==> src/rtl/gbuff_stream_reader.sv <==
// Strided burst reader for a single-port global buffer. Returned words are queued in a
// small skid FIFO and presented as a valid/ready stream with a last-word marker.
module gbuff_stream_reader #(
  parameter int unsigned ADDR_W     = 16,
  parameter int unsigned DATA_W     = 32,
  parameter int unsigned LEN_W      = 16,
  parameter int unsigned FIFO_DEPTH = 2
) (
  input  logic              clk_i,
  input  logic              rst_ni,
  input  logic              start_i,
  input  logic [ADDR_W-1:0] base_addr_i,
  input  logic [LEN_W-1:0]  len_i,
  input  logic [ADDR_W-1:0] stride_i,
  output logic              busy_o,
  output logic              done_o,
  output logic              gb_en_o,
  output logic              gb_we_o,
  output logic [ADDR_W-1:0] gb_addr_o,
  input  logic [DATA_W-1:0] gb_rdata_i,
  output logic [DATA_W-1:0] data_o,
  output logic              valid_o,
  input  logic              ready_i,
  output logic              last_o
);

  localparam int unsigned PtrW = $clog2(FIFO_DEPTH);
  localparam int unsigned OccW = PtrW + 1;

  typedef enum logic [1:0] {StIdle, StRun, StDrain, StDone} state_e;

  state_e              state_q, state_d;
  logic [ADDR_W-1:0]   addr_q, addr_d;
  logic [ADDR_W-1:0]   stride_q, stride_d;
  logic [LEN_W-1:0]    len_q, len_d;
  logic [LEN_W-1:0]    issued_q, issued_d;
  logic [LEN_W-1:0]    popped_q, popped_d;
  logic                inflight_q;
  logic [DATA_W-1:0]   mem_q [FIFO_DEPTH];
  logic [PtrW-1:0]     wr_ptr_q, wr_ptr_d;
  logic [PtrW-1:0]     rd_ptr_q, rd_ptr_d;
  logic [OccW-1:0]     occ_q, occ_d;
  logic [OccW:0]       level, limit;
  logic                issue, push, pop;

  always_comb begin
    valid_o = (occ_q != '0);
    pop     = valid_o & ready_i;
    push    = inflight_q;
    data_o  = mem_q[rd_ptr_q];
    last_o  = valid_o &&
              (({1'b0, popped_q} + {{LEN_W{1'b0}}, 1'b1}) == {1'b0, len_q});
    // Reserve a FIFO slot for every read in flight, crediting this cycle's pop.
    level   = {1'b0, occ_q} + {{OccW{1'b0}}, inflight_q};
    limit   = (OccW + 1)'(FIFO_DEPTH) + {{OccW{1'b0}}, pop};
    issue   = (state_q == StRun) && (issued_q < len_q) && (level < limit);

    gb_en_o   = issue;
    gb_we_o   = 1'b0;
    gb_addr_o = issue ? addr_q : '0;
    busy_o    = (state_q != StIdle);
    done_o    = (state_q == StDone);
  end

  always_comb begin
    state_d  = state_q;
    addr_d   = addr_q;
    stride_d = stride_q;
    len_d    = len_q;
    issued_d = issued_q;
    popped_d = popped_q;
    unique case (state_q)
      StIdle: begin
        if (start_i) begin
          addr_d   = base_addr_i;
          stride_d = stride_i;
          len_d    = len_i;
          issued_d = '0;
          popped_d = '0;
          state_d  = (len_i == '0) ? StDone : StRun;
        end
      end
      StRun:   if (issued_q == len_q) state_d = StDrain;
      StDrain: state_d = StDrain;
      StDone:  state_d = StIdle;
      default: state_d = StIdle;
    endcase
    if (issue) begin
      addr_d   = addr_q + stride_q;
      issued_d = issued_q + LEN_W'(1);
    end
    if (pop) begin
      popped_d = popped_q + LEN_W'(1);
      if (last_o) state_d = StDone;
    end
    wr_ptr_d = push ? wr_ptr_q + PtrW'(1) : wr_ptr_q;
    rd_ptr_d = pop ? rd_ptr_q + PtrW'(1) : rd_ptr_q;
    occ_d    = occ_q + OccW'(push) - OccW'(pop);
  end

  always_ff @(posedge clk_i or negedge rst_ni) begin
    if (!rst_ni) begin
      state_q    <= StIdle;
      addr_q     <= '0;
      stride_q   <= '0;
      len_q      <= '0;
      issued_q   <= '0;
      popped_q   <= '0;
      inflight_q <= 1'b0;
      wr_ptr_q   <= '0;
      rd_ptr_q   <= '0;
      occ_q      <= '0;
      for (int i = 0; i < FIFO_DEPTH; i++) mem_q[i] <= '0;
    end else begin
      state_q    <= state_d;
      addr_q     <= addr_d;
      stride_q   <= stride_d;
      len_q      <= len_d;
      issued_q   <= issued_d;
      popped_q   <= popped_d;
      inflight_q <= issue;
      wr_ptr_q   <= wr_ptr_d;
      rd_ptr_q   <= rd_ptr_d;
      occ_q      <= occ_d;
      if (push) mem_q[wr_ptr_q] <= gb_rdata_i;
    end
  end

  no_overflow_a: assert property (@(posedge clk_i) disable iff (!rst_ni)
    !(push && !pop && (occ_q == OccW'(FIFO_DEPTH))));

endmodule

==> config.mk <==
export PLATFORM = sky130hd
export DESIGN_NAME = gbuff_stream_reader
export DESIGN_NICKNAME = d
export VERILOG_FILES = /design/src/rtl/gbuff_stream_reader.sv
export SDC_FILE = /design/constraint.sdc
export NUM_CORES = 1
export LEC_CHECK = 0
export BUFFER_PORTS_ARGS = -buffer_cell sky130_fd_sc_hd__buf_2
export CAP_MARGIN = 20
export CORE_ASPECT_RATIO = 1.1
export CORE_MARGIN = 5
export CORE_UTILIZATION = 55
export DETAILED_ROUTE_END_ITERATION = 7
export PLACE_DENSITY_LB_ADDON = 0.05
export SLEW_MARGIN = 20
export SYNTH_ARGS = -nofsm -noshare
export SYNTH_HDL_FRONTEND = slang
export SYNTH_SLANG_ARGS = --single-unit
export TNS_END_PERCENT = 50
==> constraint.sdc <==
create_clock -name clk_i -period 3 [get_ports clk_i]
set_clock_uncertainty 0.15 [all_clocks]
set_input_delay 0.45 -clock clk_i [delete_from_list [all_inputs] [get_ports clk_i]]
set_output_delay 0.45 -clock clk_i [all_outputs]
set_load 0.02 [all_outputs]
==> flow_summary_export.csv, run 1 <==
group,metric,value,unit
synth,synth_fp_nets,952,
floorplanning,initial_core_util,56.32,%
synth,syn_area,8512,um2
run_status,violations,"negative setup slack",
finish,design_area,10740,um2
synth,synthDistinctLibCells,74,
finish,fillers,1111,
setup_path,crit_chain,"ha_4 -> xor2_2 -> a2111oi_4 -> nand4_1 -> or3_1 -> a221o_1 -> nor4_4 -> buf_4",
power,p_per_area,516.2,nW/um2
timing,hold_viol_final,0,
finish,drive_gt1_share,37.66,%
power,swShare,30.00,%
clock_tree,insertion_delay,0.42,ns
power,power_frac_comb,21.2,%
finish,n_antenna_cell,0,
synth,yosys_warnings,0,
setup_path,startpoint_type,"flip-flop",
synth,synth-edff-count,0,
global_route,grt_max_degree,50,
floorplanning,die-width,128.6,um
finish,final_common_cell,"dfrtp_1",
clock_tree,cts_tree,"done",
drt,viasPerCell,5.824,
clock_tree,htreeDepth,4,
synth,synth_seq_cells,151,
drt,drt_iter0_drc,360,
global_route,grt_pass1_vias,7585,
clock_tree,cts_sinks,151,
global_route,grt_use_total,26.35,%
drt,ant_nets,0,
synth,synth_seq_area_share,44.39,%
finish,regArea,3784,um2
power,p_seq_share,39.9,%
placement,dpl.hpwl,16310,um
timing,tightest_slew,0.5601,ns
finish,area_growth,26.13,%
setup_path,cp.required,2.40,ns
global_route,grt_pass1_wl,37910,um
drt,firstDrtPassIters,7,
drt,routed_wirelength,23360,um
setup_path,path_buf_inv,1,
drt,drc,0,
global_route,overflow,0,
placement,placed_area,9553,um2
synth,syn_inst,830,
clock_tree,cts_buffers,17,
clock_tree,clockBufferDepth,2,
setup_path,slowest_stage,"dfrtp_1",
timing,fmax,0.3173,GHz
timing,rsz0062_at_grt,"true",
hold_path,holdCritPathClass,"in2reg",
placement,port_buffers,136,
finish,mostFrequentLayoutCells,"dfrtp_1, nand2_1, buf_2",
placement,gp_congestion,0.9287,
setup_path,crit_type,"reg2out",
floorplanning,dieHeight,140.5,um
timing,finalCriticalPeriod,3.151,ns
timing,fin_crit_sh,105.0,%
setup_path,cp-end-kind,"output port",
power,p_sw,1663,uW
timing,setup_viol_count_final,16,
setup_path,crit_fanout,2,
finish,multi_input_area,4598,um2
run_status,outcome,"finished with violations",
drt,dr_total_vias,7111,
floorplanning,io_pins,138,
clock_tree,path_clk_slew,0.06,ns
floorplanning,rows,47,
timing,relSlewSlack,62.66,%
setup_path,r2r_slack,0.15,ns
power,clock_power_share,38.9,%
synth,synth_ff_type,"dfrtp_1",
global_route,antenna_found_initial,0,
timing,final.setup.tns,-1.583,ns
timing,drv_slew,0,
setup_path,cpLargestDelayFamily,"simple AND/OR/NAND/NOR gates",
run,max_cap_viol_count,0,
floorplanning,fp.dieArea,18070,um2
timing,worst_slack,-0.1514,ns
setup_path,critical_path_arrival,2.55,ns
synth,async_flop_share,100.0,%
drt,drt-wirelength-per-cell,19.13,um
power,ir_worst_vdd,347.5,uV
setup_path,slowest_delay,0.41,ns
finish,layout.nets,1134,
finish,fin_util,71.04,%
power,intPower,3880,uW
power,p_leak,0.005380,uW
placement,pre_cts_slack,-0.03865,ns
power,power.total,5542,uW
floorplanning,fp.coreArea,15110,um2
synth,syn_avg_cell_area,10.26,um2
clock_tree,cts_root_buffer,"clkbuf_16",
## final timing paths
kind,cells past startpoint,from,endpoint
max,8,popped_q[1],last_o
min in group asynchronous,2,rst_ni,popped_q[5]
max reg2reg,11,inflight_q,addr_q[13]
max in group asynchronous,3,rst_ni,stride_q[12]
min,3,stride_i[7],stride_q[7]
min reg2reg,2,stride_q[2],stride_q[2]
## logic make-up after synthesis
group | Yosys count | share of synthesized area (%)
and+or+nand+nor | 264 | 15.92
AOI/OAI and AO/OA | 165 | 12.97
xor gates and xnor gates | 41 | 4.219
other | 1 | 0.04406
DFF | 151 | 44.39
adders and majority gates | 38 | 5.674
buffers and inverters | 69 | 3.498
muxes | 101 | 13.29
## metal layers
| layer | routed length [um] | global-route usage (%) | up-vias |
|---|---|---|---|
| li1 | - | - | 3336 |
| met1 | 9407 | 31.54 | 3503 |
| met2 | 12190 | 46.80 | 217 |
| met3 | 1060 | 4.836 | 55 |
| met4 | 697 | 9.950 | 0 |
| met5 | 0 | 0 | - |
## worst reg2reg max path, stage by stage, from the launching register on
cell       delay [ns]
dfrtp_1          0.40
ha_2             0.20
ha_4             0.17
nor4b_4          0.26
o2111ai_2        0.19
buf_4            0.19
buf_4            0.12
buf_4            0.14
o31a_1           0.34
buf_4            0.23
a22o_1           0.21
a21o_1           0.15
## area by class of cell
class,instances,share of cell area [%]
flip-flops and latches,151,35.24
clock inverters,14,1.550
repair buffers,203,13.09
well taps,196,2.284
inverters,29,1.014
clock buffers,18,3.997
multi-input cells,610,42.83
## cell usage after synthesis, drive strengths merged (15+ instances only)
cell type,instances,share of area [%]
a21oi,29,1.7
and2,22,1.7
buf,21,1.4
clkbuf,19,0.84
dfrtp,151,44
ha,37,5.4
inv,29,1.3
mux2,96,13
nand2,133,5.9
nand3,15,0.88
nand4,19,1.6
nor2,21,1.0
nor4,17,1.6
o21ai,58,3.4
xnor2,31,3.2
## flip-flops by register name, summed over array words and instances (netlist names)
signal and flops:
rd_ptr_q 1, state_q 2, inflight_q 1, stride_q 16
wr_ptr_q 1, popped_q 16, mem_q 64, addr_q 16
len_q 16, issued_q 16, occ_q 2
## power by group through the flow
| stage | logic (uW) | registers (uW) | clock network [uW] |
|---|---|---|---|
| 3_3_place_gp | 1110 | 2230 | 0 |
| 6_report | 1170 | 2210 | 2160 |
| 2_1_floorplan | 757 | 2190 | 0 |
| 4_1_cts | 1180 | 2210 | 2190 |
| 5_1_grt | 1270 | 2220 | 2290 |
| 3_5_place_dp | 1140 | 2240 | 0 |
## stage by stage
step | hold slack (ns) | cells
after CTS | 0.05327 | 1216
after floorplan | 0.004409 | 830
after global routing | 0.05707 | 1221
final | 0.06411 | 1221
after detailed placement | 0.2741 | 1155
after global placement | 0.2735 | 1155
## repair_timing
item,4_1_cts,5_1_grt
pin swaps,18,6
hold endpoints to repair,46,0
setup buffers,25,5
cloned,3,0
hold buffers,1,0
endpoints found under the setup margin,18,18
gates resized for setup,45,32
(Power assumes the default switching activity.)
==> inputs of run 2 (changes only) <==
--- a/config.mk
+++ b/config.mk
@@ -7,11 +7,13 @@
 export LEC_CHECK = 0
 export BUFFER_PORTS_ARGS = -buffer_cell sky130_fd_sc_hd__buf_2
 export CAP_MARGIN = 20
+export CELL_PAD_IN_SITES_DETAIL_PLACEMENT = 2
+export CELL_PAD_IN_SITES_GLOBAL_PLACEMENT = 2
 export CORE_ASPECT_RATIO = 1.1
 export CORE_MARGIN = 5
-export CORE_UTILIZATION = 55
+export CORE_UTILIZATION = 33
 export DETAILED_ROUTE_END_ITERATION = 7
-export PLACE_DENSITY_LB_ADDON = 0.05
+export PLACE_DENSITY = 0.79
 export SLEW_MARGIN = 20
 export SYNTH_ARGS = -nofsm -noshare
 export SYNTH_HDL_FRONTEND = slang
==> constraint.sdc (replaced) <==
create_clock -name clk_i -period 2.6 [get_ports clk_i]
set_clock_uncertainty 0.15 [all_clocks]
set_input_delay 0.39 -clock clk_i [delete_from_list [all_inputs] [get_ports clk_i]]
set_output_delay 0.39 -clock clk_i [all_outputs]
set_load 0.02 [all_outputs]
==> run 2 against run 1 <==
- the flow still finishes with violations (negative setup slack)
- via count rose by 5.6%
- global-route usage fell by 4.6 points
- die area rose by 61%
- worst setup slack got worse by 0.45 ns
- combinational power rose by 39%
- power rose by 18%
- register-to-register slack got worse by 0.46 ns
- sequential power rose by 14%
- highest routed layer is now met5
==> flow_summary_export.csv, run 2 (synthesis results as in run 1) <==
group,metric,value,unit
drt,dr_total_vias,7506,
hold_path,hold_depth,3,
drt,drc,0,
finish,instances_no_fill,1436,
floorplanning,dieHeight,178.4,um
placement,placed_area,10220,um2
drt,drt-wirelength-per-cell,22.36,um
hold_path,holdCritPathClass,"in2reg",
clock_tree,cts_buffers,17,
timing,fmax,0.3126,GHz
finish,mostFrequentLayoutCells,"dfrtp_1, nand2_1, buf_2",
drt,firstDrtPassIters,4,
clock_tree,insertion_delay,0.43,ns
clock_tree,clockBufferDepth,2,
floorplanning,rows,61,
run_status,outcome,"finished with violations",
timing,setup_viol_count_final,51,
placement,pre_cts_slack,-0.09514,ns
finish,top_register,"mem_q",
floorplanning,initial_core_util,33.59,%
power,power.total,6558,uW
global_route,antenna_found_initial,3,
placement,dpl.hpwl,21000,um
setup_path,crit_fanout,3,
setup_path,crit_chain,"ha_4 -> xor2_2 -> a2111oi_4 -> nand4_1 -> or3_1 -> a221o_1 -> nor4_4 -> buf_4",
timing,worst_slack,-0.5991,ns
setup_path,slowest_stage,"dfrtp_2",
setup_path,rr_endpoint,"issued_q[7]",
floorplanning,fp.coreArea,25340,um2
timing,hold_viol_final,0,
global_route,grt_pass1_vias,8845,
placement,placed_cells,1366,
global_route,grt_max_degree,52,
timing,drv_slew,0,
global_route,grt_use_total,21.75,%
hold_path,hp-start,"stride_i[13]",
global_route,grt_pass1_wl,49430,um
finish,layout.nets,1197,
setup_path,slowest_delay,0.44,ns
finish,area_growth,35.82,%
setup_path,critical_path_arrival,2.66,ns
setup_path,r2r-start,"issued_q[4]",
clock_tree,htreeDepth,4,
timing,rsz0062_at_grt,"true",
timing,hold_slack,0.01640,ns
power,p_per_area,567.2,nW/um2
drt,viasPerCell,5.227,
clock_tree,path_clk_slew,0.07,ns
finish,design_area,11560,um2
floorplanning,io_pins,138,
power,ir_worst_vdd,357.9,uV
clock_tree,cts_root_buffer,"clkbuf_16",
setup_path,r2r_slack,-0.31,ns
timing,fin_crit_sh,123.0,%
finish,drive_gt1_share,41.77,%
placement,port_buffers,136,
floorplanning,die-width,163.1,um
setup_path,rr_worst_depth,12,
drt,drt_iter0_drc,297,
timing,relSlewSlack,63.94,%
setup_path,cp.required,2.06,ns
drt,routed_wirelength,32110,um
timing,finalCriticalPeriod,3.199,ns
power,p_leak,0.005692,uW
run,max_cap_viol_count,0,
drt,ant_nets,0,
floorplanning,fp.dieArea,29110,um2
global_route,overflow,0,
finish,fillers,2678,
setup_path,cp-end-kind,"output port",
run_status,violations,"negative setup slack",
finish,largest_reg_flops,64,
clock_tree,cts_sinks,151,
placement,gp_congestion,0.8744,
setup_path,startpoint_type,"flip-flop",
timing,tightest_slew,0.5409,ns
setup_path,crit_type,"reg2out",
clock_tree,cts_tree,"done",
finish,final_common_cell,"dfrtp_1",
hold_path,worstHoldEndpoint,"stride_q[13]",
run 2: changes by cell type in the layout (fill, tap and decap cells not counted), moves of 3 or more:
cell           change
buf_4             +44
o21ai_0           -11
dlygate4sd3_1     +10
buf_6              +8
o21ai_1            +6
ha_4               +4
o21ai_2            +4
a21oi_1            -3
dfrtp_1            +3
dfrtp_2            -3
diode_2            +3
ha_1               -3
inv_6              +3
run 2: worst max-delay path by stage:
stage,start,to,slack (ns),depth (start not counted)
floorplan,inflight_q,gb_addr_o[0],-0.002,7
global placement,popped_q[1],last_o,-0.09,8
detailed placement,popped_q[1],last_o,-0.1,8
CTS,popped_q[0],last_o,-0.60,8
global route,popped_q[1],last_o,-0.71,8
finish,popped_q[0],last_o,-0.60,8
run 2: critical path, delay by kind of cell (launching register included):
kind | cells | cell delay, ns
xor+xnor | 1 | 0.19
simple gates | 3 | 0.61
flops | 1 | 0.44
buf+inv | 1 | 0.18
fa+ha+maj | 1 | 0.24
compound gates | 2 | 0.55
run 2: routing by layer:
layer | vias up | track usage (%) | wire, um | share of wire, %
met1 | 3864 | 24.19 | 12760 | 40
met2 | 140 | 41.82 | 17790 | 55
met4 | 2 | 7.235 | 784 | 2.4
met5 | - | 0 | 7 | 0.022
li1 | 3452 | - | - | -
met3 | 48 | 3.536 | 763 | 2.4
run 2: area by class of cell:
class / count / area, um2 / area share [%]
multi-input cells: 610 / 4748 / 41.07
flip-flops and latches: 151 / 3780 / 32.69
repair buffers: 266 / 1928 / 16.68
well taps: 346 / 432.9 / 3.745
clock buffers: 17 / 425.4 / 3.680
clock inverters: 14 / 130.1 / 1.126
inverters: 29 / 108.9 / 0.9416
diodes: 3 / 7.507 / 0.06493
run 2: metrics by stage:
stage	setup TNS [ns]	util, %
6_report	-16.45	45.63
4_1_cts	-9.527	44.87
2_1_floorplan	-0.01294	-
5_1_grt	-22.86	45.62
3_3_place_gp	-0.09420	40.35
3_5_place_dp	-0.4557	40.35
run 2: what timing repair did:
action | in CTS | in global routing
endpoints found under the setup margin | 30 | 62
pin swaps | 21 | 12
hold endpoints to repair | 59 | 0
resized for setup | 92 | 27
hold buffers | 11 | 0
gates cloned | 2 | 1
buffers inserted | 15 | 11
run 2: power by group:
group | switching, uW | internal [uW]
registers | 90.9 | 2430
clock network | 1150 | 1260
logic | 904 | 722
